==> src/rtl/alu_issue_ctrl.sv <==
// Command-issue front end for the combinational 32-bit ALU: register file, operand
// fetch, result capture/write-back and a valid/ready response channel.
module alu_issue_ctrl #(
   parameter int DATA_W = 32,
   parameter int NREGS  = 8,
   parameter int AW     = $clog2(NREGS)
) (
   input  logic              clk,
   input  logic              rst_n,
   // command channel
   input  logic              cmd_valid,
   output logic              cmd_ready,
   input  logic [2:0]        cmd_op,
   input  logic [AW-1:0]     cmd_rs1,
   input  logic [AW-1:0]     cmd_rs2,
   input  logic              cmd_imm_en,
   input  logic [DATA_W-1:0] cmd_imm,
   input  logic [AW-1:0]     cmd_rd,
   // ALU initiator side
   output logic [DATA_W-1:0] alu_a,
   output logic [DATA_W-1:0] alu_b,
   output logic [2:0]        alu_sel,
   input  logic [DATA_W-1:0] alu_result,
   input  logic              alu_zero,
   // response channel
   output logic              rsp_valid,
   input  logic              rsp_ready,
   output logic [DATA_W-1:0] rsp_data,
   output logic              rsp_zero,
   output logic [AW-1:0]     rsp_rd,
   // external register preload
   input  logic              wr_en,
   input  logic [AW-1:0]     wr_addr,
   input  logic [DATA_W-1:0] wr_data
);

   typedef enum logic [1:0] {IDLE, EXEC, RESP} state_t;

   state_t              state_q, state_d;
   logic [DATA_W-1:0]   regs [NREGS];
   logic [AW-1:0]       rd_q;
   logic [DATA_W-1:0]   rs1_val, rs2_val;
   logic                accept;
   logic                wb_en;

   assign cmd_ready = (state_q == IDLE);
   assign rsp_valid = (state_q == RESP);
   assign accept    = cmd_valid && cmd_ready;
   assign wb_en     = (state_q == EXEC) && (rd_q != '0);

   // Register 0 is never written, but the decode keeps it zero by construction too.
   assign rs1_val = (cmd_rs1 == '0) ? '0 : regs[cmd_rs1];
   assign rs2_val = (cmd_rs2 == '0) ? '0 : regs[cmd_rs2];

   always_comb begin
      // NOTE: every always_comb output gets a default first so no path leaves it unassigned (no latch).
      state_d = state_q;
      unique case (state_q)
         IDLE:    if (cmd_valid) state_d = EXEC;
         EXEC:    state_d = RESP;
         RESP:    if (rsp_ready) state_d = IDLE;
         default: state_d = IDLE;
      endcase
   end

   // NOTE: sequential state uses non-blocking assignments so every flop samples pre-edge values.
   always_ff @(posedge clk or negedge rst_n) begin
      if (!rst_n) begin
         state_q  <= IDLE;
         alu_a    <= '0;
         alu_b    <= '0;
         alu_sel  <= '0;
         rd_q     <= '0;
         rsp_data <= '0;
         rsp_zero <= 1'b0;
         rsp_rd   <= '0;
      end else begin
         state_q <= state_d;
         if (accept) begin
            alu_a   <= rs1_val;
            alu_b   <= cmd_imm_en ? cmd_imm : rs2_val;
            alu_sel <= cmd_op;
            rd_q    <= cmd_rd;
         end
         if (state_q == EXEC) begin
            rsp_data <= alu_result;
            rsp_zero <= alu_zero;
            rsp_rd   <= rd_q;
         end
      end
   end

   // NOTE: the register file is reset here because it must read all-zero after reset;
   // a plain storage array would normally be left unreset.
   always_ff @(posedge clk or negedge rst_n) begin
      if (!rst_n) begin
         for (int i = 0; i < NREGS; i++) regs[i] <= '0;
      end else begin
         if (wr_en && (wr_addr != '0)) regs[wr_addr] <= wr_data;
         // Later assignment wins: write-back overrides a same-edge external write.
         if (wb_en) regs[rd_q] <= alu_result;
      end
   end

endmodule

==> config.mk <==
export PLATFORM = sky130hd
export DESIGN_NAME = alu_issue_ctrl
export DESIGN_NICKNAME = d
export VERILOG_FILES = /design/src/rtl/alu_issue_ctrl.sv
export SDC_FILE = /design/constraint.sdc
export NUM_CORES = 1
export LEC_CHECK = 0
export BUFFER_PORTS_ARGS = -buffer_cell sky130_fd_sc_hd__clkbuf_2
export CAP_MARGIN = 10
export CORE_MARGIN = 2
export CORE_UTILIZATION = 27
export DETAILED_ROUTE_END_ITERATION = 8
export HOLD_SLACK_MARGIN = 0.12
export PLACE_DENSITY_LB_ADDON = 0.05
export SYNTH_ARGS = -nofsm -noshare
export SYNTH_HDL_FRONTEND = slang
export SYNTH_SLANG_ARGS = --single-unit
==> constraint.sdc <==
create_clock -name clk -period 1.5 [get_ports clk]
set_input_delay 0.075 -clock clk [delete_from_list [all_inputs] [get_ports clk]]
set_output_delay 0.075 -clock clk [all_outputs]
set_load 0.03 [all_outputs]
# Word level (Yosys, flattened, before mapping)
# Index checks and enable logic that the tools add are counted.
[classes]
magnitude_cmp = 6
n_eq_ne = 4
mux = 20
n_bitwise = 4
n_reduce_logical = 11
[op_table]
columns = ["op", "count"]
rows = [
  ["$bwmux W256", 2],
  ["$mux W256", 2],
  ["$mux W32", 9],
  ["$bmux W32 S3", 2],
  ["$demux W32 S3", 2],
  ["$ge A4 B4 Y1 const B", 4],
  ["$not A3 Y4", 4],
  ["$lt A4 B1 Y1 const B", 2],
  ["$logic_not A3 Y1", 2],
  ["$pmux W2 S3", 1],
  ["$reduce_bool A3 Y1", 2],
  ["$logic_and A1 B1 Y1", 5],
  ["$mux W2", 2],
  ["$eq A2 B1 Y1 const B", 1],
  ["$eq A2 B2 Y1 const B", 1],
  ["$logic_not A2 Y1", 1],
  ["$ne A2 B1 Y1 const B", 1],
  ["$ne A2 B2 Y1 const B", 1],
  ["$reduce_and A2 Y1", 1],
]
[totals]
ff_bits = 364
input_bits = 118
out_inout_bits = 105
elab_cells = 61

# Depth between registers and ports, before layout
[logic_depth]
ltp_word = 9
mapped_depth = 7

# Worst setup path before layout
# OpenSTA, ideal clock, no wires.
[synth_path]
path_type = "flip-flop to flip-flop"
from = "register state_q[1]"
to = "register alu_b[11]"
setup_ns = 0.123
arrival_time_ns = 1.508
setup_slack_ns = -0.131
stages_incl_launch_ff = 7
n_path_buf = 2
period_less_slack_ns = 1.631
cell_sequence = "dfrtp_1 > or3b_1 > buf_6 > nor2_4 > buf_4 > o221ai_1 > o221a_2"
[synth_between]
elab_chain_len = 2
[synth_rtl]
columns = ["item", "line", "rtl"]
rows = [
  ["from (decl)", "39", "state_t state_q, state_d;"],
  ["from (signal assigned)", "78", "state_q <= state_d;"],
  ["$logic_not A2 Y1", "46", "assign cmd_ready = (state_q == IDLE);"],
  ["$logic_and A1 B1 Y1", "48", "assign accept = cmd_valid && cmd_ready;"],
  ["to (signal assigned)", "81", "alu_b <= cmd_imm_en ? cmd_imm : rs2_val;"],
  ["to (decl)", "21", "output logic [DATA_W-1:0] alu_b,"],
]
# Every way passes these cells.
# A chain may end at the register's enable or synchronous reset.

# Final worst setup path
[layout_path]
from = "register state_q[1]"
to = "register alu_b[4]"
# Same word-level chain as after synthesis.

==> impl_table.tex <==
\begin{tabular}{lr}
\hline
Metric & Value \\
\hline
\multicolumn{2}{l}{\textbf{Logic synthesis}} \\
\quad Netlist Area Pre-Place & 0.0181 mm² \\
\quad Multiplexer share of the synthesized area & 25.8\% \\
\quad Synthesized area per cell & 10.3 µm² \\
\quad Top cells by area, synth & sky130\_fd\_sc\_hd\_\_dfrtp\_1, sky130\_fd\_sc\_hd\_\_mux2i\_1, sky130\_fd\_sc\_hd\_\_mux2\_2 \\
\quad Synth Flop Type & sky130\_fd\_sc\_hd\_\_dfrtp\_1 \\
\quad EDFF count, synth & 0 \\
\quad Post-synthesis adder-cell area fraction & 0\% \\
\quad Syn\_nets & 1866 \\
\quad Synthesized-area fraction occupied by ao, oa, aoi and oai cells & 14.2\% \\
\quad Portion of synthesized cell area occupied by the leading cell type & 46.0\% \\
\quad Sequential cell area fraction in the yosys report & 46.0\% \\
\quad Async S/R FF share, synth & 100\% \\
\quad Synthesized flop and latch total & 332 \\
\quad Warnings from Yosys & 0 \\
\quad Cells after synthesis & 1748 \\
\quad Unique masters post-synth & 40 \\
\quad Post-Synth Simple-Gate Area & 9.27\% \\
\quad Cell taking the most area after synthesis & sky130\_fd\_sc\_hd\_\_dfrtp\_1 \\
\quad Largest family of logic cells by synthesized area & multiplexers \\
\quad Xor/xnor share of the synthesized area & 0\% \\
\multicolumn{2}{l}{\textbf{Place}} \\
\quad Number of placed instances, taps included & 2809 \\
\quad Buffers on Ports & 222 \\
\quad RePlAce Congestion & 0.777 \\
\quad Half-perimeter wire length after placement & 48100 µm \\
\quad Post-Place Setup Slack & -0.342 ns \\
\multicolumn{2}{l}{\textbf{Routing}} \\
\quad Detail Route Antenna Nets & 0 \\
\quad Final wirelength & 82700 µm \\
\quad Detail Route met2 WL & 38900 µm \\
\quad Final routed DRC violation total & 0 \\
\quad Vias per cell & 5.18 \\
\quad DRC violation total after the first TritonRoute iteration & 1080 \\
\quad M1 WL & 39300 µm \\
\quad Vias & 15800 \\
\quad Drt first pass iters & 8 \\
\quad Post-detailed-route wirelength per cell & 27.2 µm \\
\quad Top layer reached by signal wires & met4 \\
\quad Met3 routed wirelength & 3130 µm \\
\multicolumn{2}{l}{\textbf{STA}} \\
\quad Slew Viols, Final & 0 \\
\quad Worst-case hold slack & 0.140 ns \\
\quad Final worst path period share & 122\% \\
\quad Normalized max-slew margin & 37.4\% \\
\quad Fin crit period & 1.83 ns \\
\quad RSZ-0062 raised after global routing & yes \\
\quad Actual transition at the worst max-transition pin & 0.935 ns \\
\quad Worst setup margin & -0.332 ns \\
\quad Post-route setup TNS & -67.48 ns \\
\quad Clock tree skew after final layout & 0.0248 ns \\
\quad Hold violation total from the final report & 0 \\
\quad Final-report setup violation count & 316 \\
\quad Peak clock frequency supported by timing & 546 MHz \\
\multicolumn{2}{l}{\textbf{Status}} \\
\quad Failing checks & setup timing \\
\quad Run status & complete, but fails checks \\
\multicolumn{2}{l}{\textbf{Power}} \\
\quad Comb power frac & 41.1\% \\
\quad Clock power frac & 22.9\% \\
\quad Leakage power of the design & 11.8 nW \\
\quad Pwr Density & 1810 mW/mm² \\
\quad Switch Pwr & 18.6 mW \\
\quad Maximum vdd drop & 0.876 mV \\
\quad Switch share & 39.4\% \\
\quad Internal & 28.5 mW \\
\quad Total design power & 47.1 mW \\
\quad Sequential share of power & 35.9\% \\
\multicolumn{2}{l}{\textbf{Worst setup path}} \\
\quad Required time of the worst setup path & 1.97 ns \\
\quad Startpoint class of the critical path & register \\
\quad Reg-to-reg endpoint & alu\_b[4]\$\_DFFE\_PN0P\_ \\
\quad Critical Path Max Stage Delay & 0.41 ns \\
\quad Startpoint of the most critical register-to-register path & state\_q[1]\$\_DFFE\_PN0P\_ \\
\quad Worst-path cell chain & buf\_6 -> or3b\_4 -> buf\_6 -> clkinv\_8 -> buf\_12 -> buf\_16 -> nand3b\_1 -> o221a\_2 \\
\quad Slowest-stage cell, CP & sky130\_fd\_sc\_hd\_\_or3b\_4 \\
\quad Kind of critical path & register to register \\
\quad Worst reg2reg setup slack & -0.33 ns \\
\quad CP dominant cell by count & sky130\_fd\_sc\_hd\_\_buf\_6 \\
\quad Worst Path Max Fanout & 7 \\
\quad Worst R2R Path Depth & 8 \\
\quad Type of destination of the critical path & register \\
\quad Arrival time at the worst endpoint & 2.30 ns \\
\multicolumn{2}{l}{\textbf{Layout}} \\
\quad Area Overhead vs Synth & 43.7\% \\
\quad Area of the multi-input gates & 0.00989 mm² \\
\quad Share of layout cells above drive strength 1 & 37.5\% \\
\quad Number of nets in the finished design & 2263 \\
\quad Fill count & 6501 \\
\quad Number of inserted diodes & 0 \\
\quad Final Instance Count excl. Fillers & 3043 \\
\quad Total area of sequential cells & 0.00831 mm² \\
\multicolumn{2}{l}{\textbf{Global routing}} \\
\quad Remaining global-route overflow & 0 \\
\quad Wire length of the first global-routing pass & 115000 µm \\
\quad Antenna violations before repair & 1 \\
\quad Largest net degree at the start of global routing & 55 \\
\quad Global-route total usage across every layer & 22.3\% \\
\quad Via count of the first global-routing pass & 16100 \\
\multicolumn{2}{l}{\textbf{Floorplan}} \\
\quad Initial cell density of the core & 27.4\% \\
\quad Width of the chip & 263 µm \\
\quad I/O pin cnt & 223 \\
\quad Chip Height & 263 µm \\
\quad Area of the core & 0.0660 mm² \\
\quad Number of placement rows & 94 \\
\quad DIE AREA & 0.0690 mm² \\
\multicolumn{2}{l}{\textbf{Clock network}} \\
\quad TritonCTS sink count & 332 \\
\quad Clock insertion delay at the later pin of the skew report & 0.58 ns \\
\quad H-tree levels & 2 \\
\quad TritonCTS Buffers & 45 \\
\quad Number of buffers on the longest clock path & 3 \\
\quad Root buffer cell & sky130\_fd\_sc\_hd\_\_clkbuf\_16 \\
\quad TritonCTS clock tree & done \\
\quad Clock Pin Slew Worst Setup and Hold Paths & 0.06 ns \\
\multicolumn{2}{l}{\textbf{Hold path}} \\
\quad Type of the most critical hold path & input port to async pin \\
\multicolumn{2}{l}{\textbf{Flow run}} \\
\quad \# Max-Cap Violations & 0 \\
\hline
\end{tabular}
[layer usage]
metal	vias to the layer above	GRT usage [%]
li1	7186	-
met1	8090	32.1
met2	398	36.1
met3	91	2.77
met4	0	4.52
met5	-	0
[Yosys cell counts, types with 2 or more instances]
| master | number |
|---|---|
| sky130_fd_sc_hd__inv_1 | 2 |
| sky130_fd_sc_hd__or4b_1 | 2 |
| sky130_fd_sc_hd__o21ai_0 | 155 |
| sky130_fd_sc_hd__mux2_2 | 100 |
| sky130_fd_sc_hd__o221a_2 | 21 |
| sky130_fd_sc_hd__nand4b_1 | 3 |
| sky130_fd_sc_hd__nor3_2 | 2 |
| sky130_fd_sc_hd__a22oi_1 | 23 |
| sky130_fd_sc_hd__nand3_1 | 10 |
| sky130_fd_sc_hd__clkbuf_1 | 102 |
| sky130_fd_sc_hd__nor2b_1 | 10 |
| sky130_fd_sc_hd__nand3b_1 | 24 |
| sky130_fd_sc_hd__nor2_1 | 121 |
| sky130_fd_sc_hd__mux4_2 | 9 |
| sky130_fd_sc_hd__o221ai_1 | 22 |
| sky130_fd_sc_hd__buf_6 | 10 |
| sky130_fd_sc_hd__o22ai_1 | 32 |
| sky130_fd_sc_hd__a221oi_1 | 41 |
| sky130_fd_sc_hd__buf_2 | 64 |
| sky130_fd_sc_hd__dfrtp_1 | 332 |
| sky130_fd_sc_hd__o311ai_1 | 9 |
| sky130_fd_sc_hd__a21oi_1 | 96 |
| sky130_fd_sc_hd__buf_4 | 5 |
| sky130_fd_sc_hd__nand2b_1 | 5 |
| sky130_fd_sc_hd__mux2i_1 | 333 |
| sky130_fd_sc_hd__nand2_1 | 193 |
| sky130_fd_sc_hd__nor4bb_1 | 2 |
| sky130_fd_sc_hd__nor3b_2 | 2 |
| sky130_fd_sc_hd__o221a_1 | 2 |
| sky130_fd_sc_hd__o21ai_1 | 6 |
[final cells by class]
class,count,share of cell area [%]
Multi-Input combinational cell,1232,38.1
Tap cell,864,4.16
Sequential cell,332,32.0
Inverter,3,0.0915
Clock buffer,69,5.27
Clock inverter,12,0.342
Timing Repair Buffer,531,20.1
[through the flow]
step / utilization [%] / instance area, µm²
after detailed placement: 32.6 / 21500
after floorplan: - / 18100
after global placement: 32.6 / 21500
after CTS: 37.7 / 24900
final: 39.4 / 26000
after global routing: 39.4 / 26000
[timing repair]
item	in CTS	in global routing
cloned	13	21
gates resized for setup	142	219
pin swaps	26	39
setup endpoints to repair	313	348
setup buffers	12	9
endpoints found under the hold margin	628	0
hold buffers	106	0
[placed cells by master, fill, tap and decap left out, types with 4 or more instances in the layout]
cell and instances:
sky130_fd_sc_hd__o21ai_1 53, sky130_fd_sc_hd__nand2_1 125, sky130_fd_sc_hd__nor2_4 15, sky130_fd_sc_hd__o221ai_2 17, sky130_fd_sc_hd__o221a_2 21, sky130_fd_sc_hd__o21ai_2 36
sky130_fd_sc_hd__a22oi_1 23, sky130_fd_sc_hd__o21ai_0 72, sky130_fd_sc_hd__nand3b_1 24, sky130_fd_sc_hd__buf_4 88, sky130_fd_sc_hd__mux2i_1 333, sky130_fd_sc_hd__o311ai_2 6
sky130_fd_sc_hd__buf_16 11, sky130_fd_sc_hd__nand3_4 5, sky130_fd_sc_hd__clkinv_2 10, sky130_fd_sc_hd__o22ai_1 32, sky130_fd_sc_hd__nor2b_1 9, sky130_fd_sc_hd__nand2_4 27
sky130_fd_sc_hd__buf_6 15, sky130_fd_sc_hd__mux2_2 100, sky130_fd_sc_hd__a221oi_1 41, sky130_fd_sc_hd__clkbuf_1 11, sky130_fd_sc_hd__a21oi_2 8, sky130_fd_sc_hd__buf_12 74
sky130_fd_sc_hd__nor2_2 10, sky130_fd_sc_hd__nor2_1 97, sky130_fd_sc_hd__a21oi_1 88, sky130_fd_sc_hd__dlygate4sd3_1 106, sky130_fd_sc_hd__nand2_2 41, sky130_fd_sc_hd__o221ai_1 5
sky130_fd_sc_hd__clkbuf_2 218, sky130_fd_sc_hd__dfrtp_1 332, sky130_fd_sc_hd__o311ai_4 4, sky130_fd_sc_hd__clkbuf_8 11, sky130_fd_sc_hd__clkbuf_16 62, sky130_fd_sc_hd__mux4_2 9
[sequential cells by signal, indices dropped and copies added, names as in the netlist]
signal,flops
alu_a,32
rsp_data,32
state_q,2
regs,224
rsp_rd,3
alu_sel,3
rd_q,3
rsp_zero,1
alu_b,32
[power by group through the flow]
stage	clock network, mW	logic, mW	registers (mW)
after floorplan	0	8.63	18.4
after global placement	0	16.3	16.9
after detailed placement	0	16.5	16.9
after CTS	11.1	18.5	16.8
after global routing	11.5	20.9	17.4
final	10.8	19.4	16.9
[worst max-delay path, delay by kind of cell (launching register included)]
kind                   cells  cell delay (ns)
buffers and inverters      5             0.62
and+or+nand+nor            2             0.53
DFF                        1             0.40
AOI/OAI and AO/OA          1             0.16
[how the worst max path moves through the flow]
stage	from	end	slack, ns	depth (start not counted)
floorplan	state_q[1]$_DFFE_PN0P_	alu_b[11]$_DFFE_PN0P_	-0.13	6
global placement	state_q[1]$_DFFE_PN0P_	alu_b[6]$_DFFE_PN0P_	-0.29	6
detailed placement	state_q[1]$_DFFE_PN0P_	regs[77]$_DFF_PN0_	-0.34	6
CTS	state_q[1]$_DFFE_PN0P_	regs[68]$_DFF_PN0_	-0.27	9
global route	state_q[1]$_DFFE_PN0P_	regs[46]$_DFF_PN0_	-0.40	8
finish	state_q[1]$_DFFE_PN0P_	alu_b[4]$_DFFE_PN0P_	-0.33	8
[cells by family (layout without fill, tap and decap cells)]
| family | Yosys count | in the layout |
|---|---|---|
| AO/OA/AOI/OAI | 408 | 408 |
| buffers and inverters | 184 | 615 |
| flip-flops | 332 | 332 |
| multiplexers | 442 | 442 |
| AND/OR/NAND/NOR | 382 | 382 |
(Power assumes the default switching activity.)
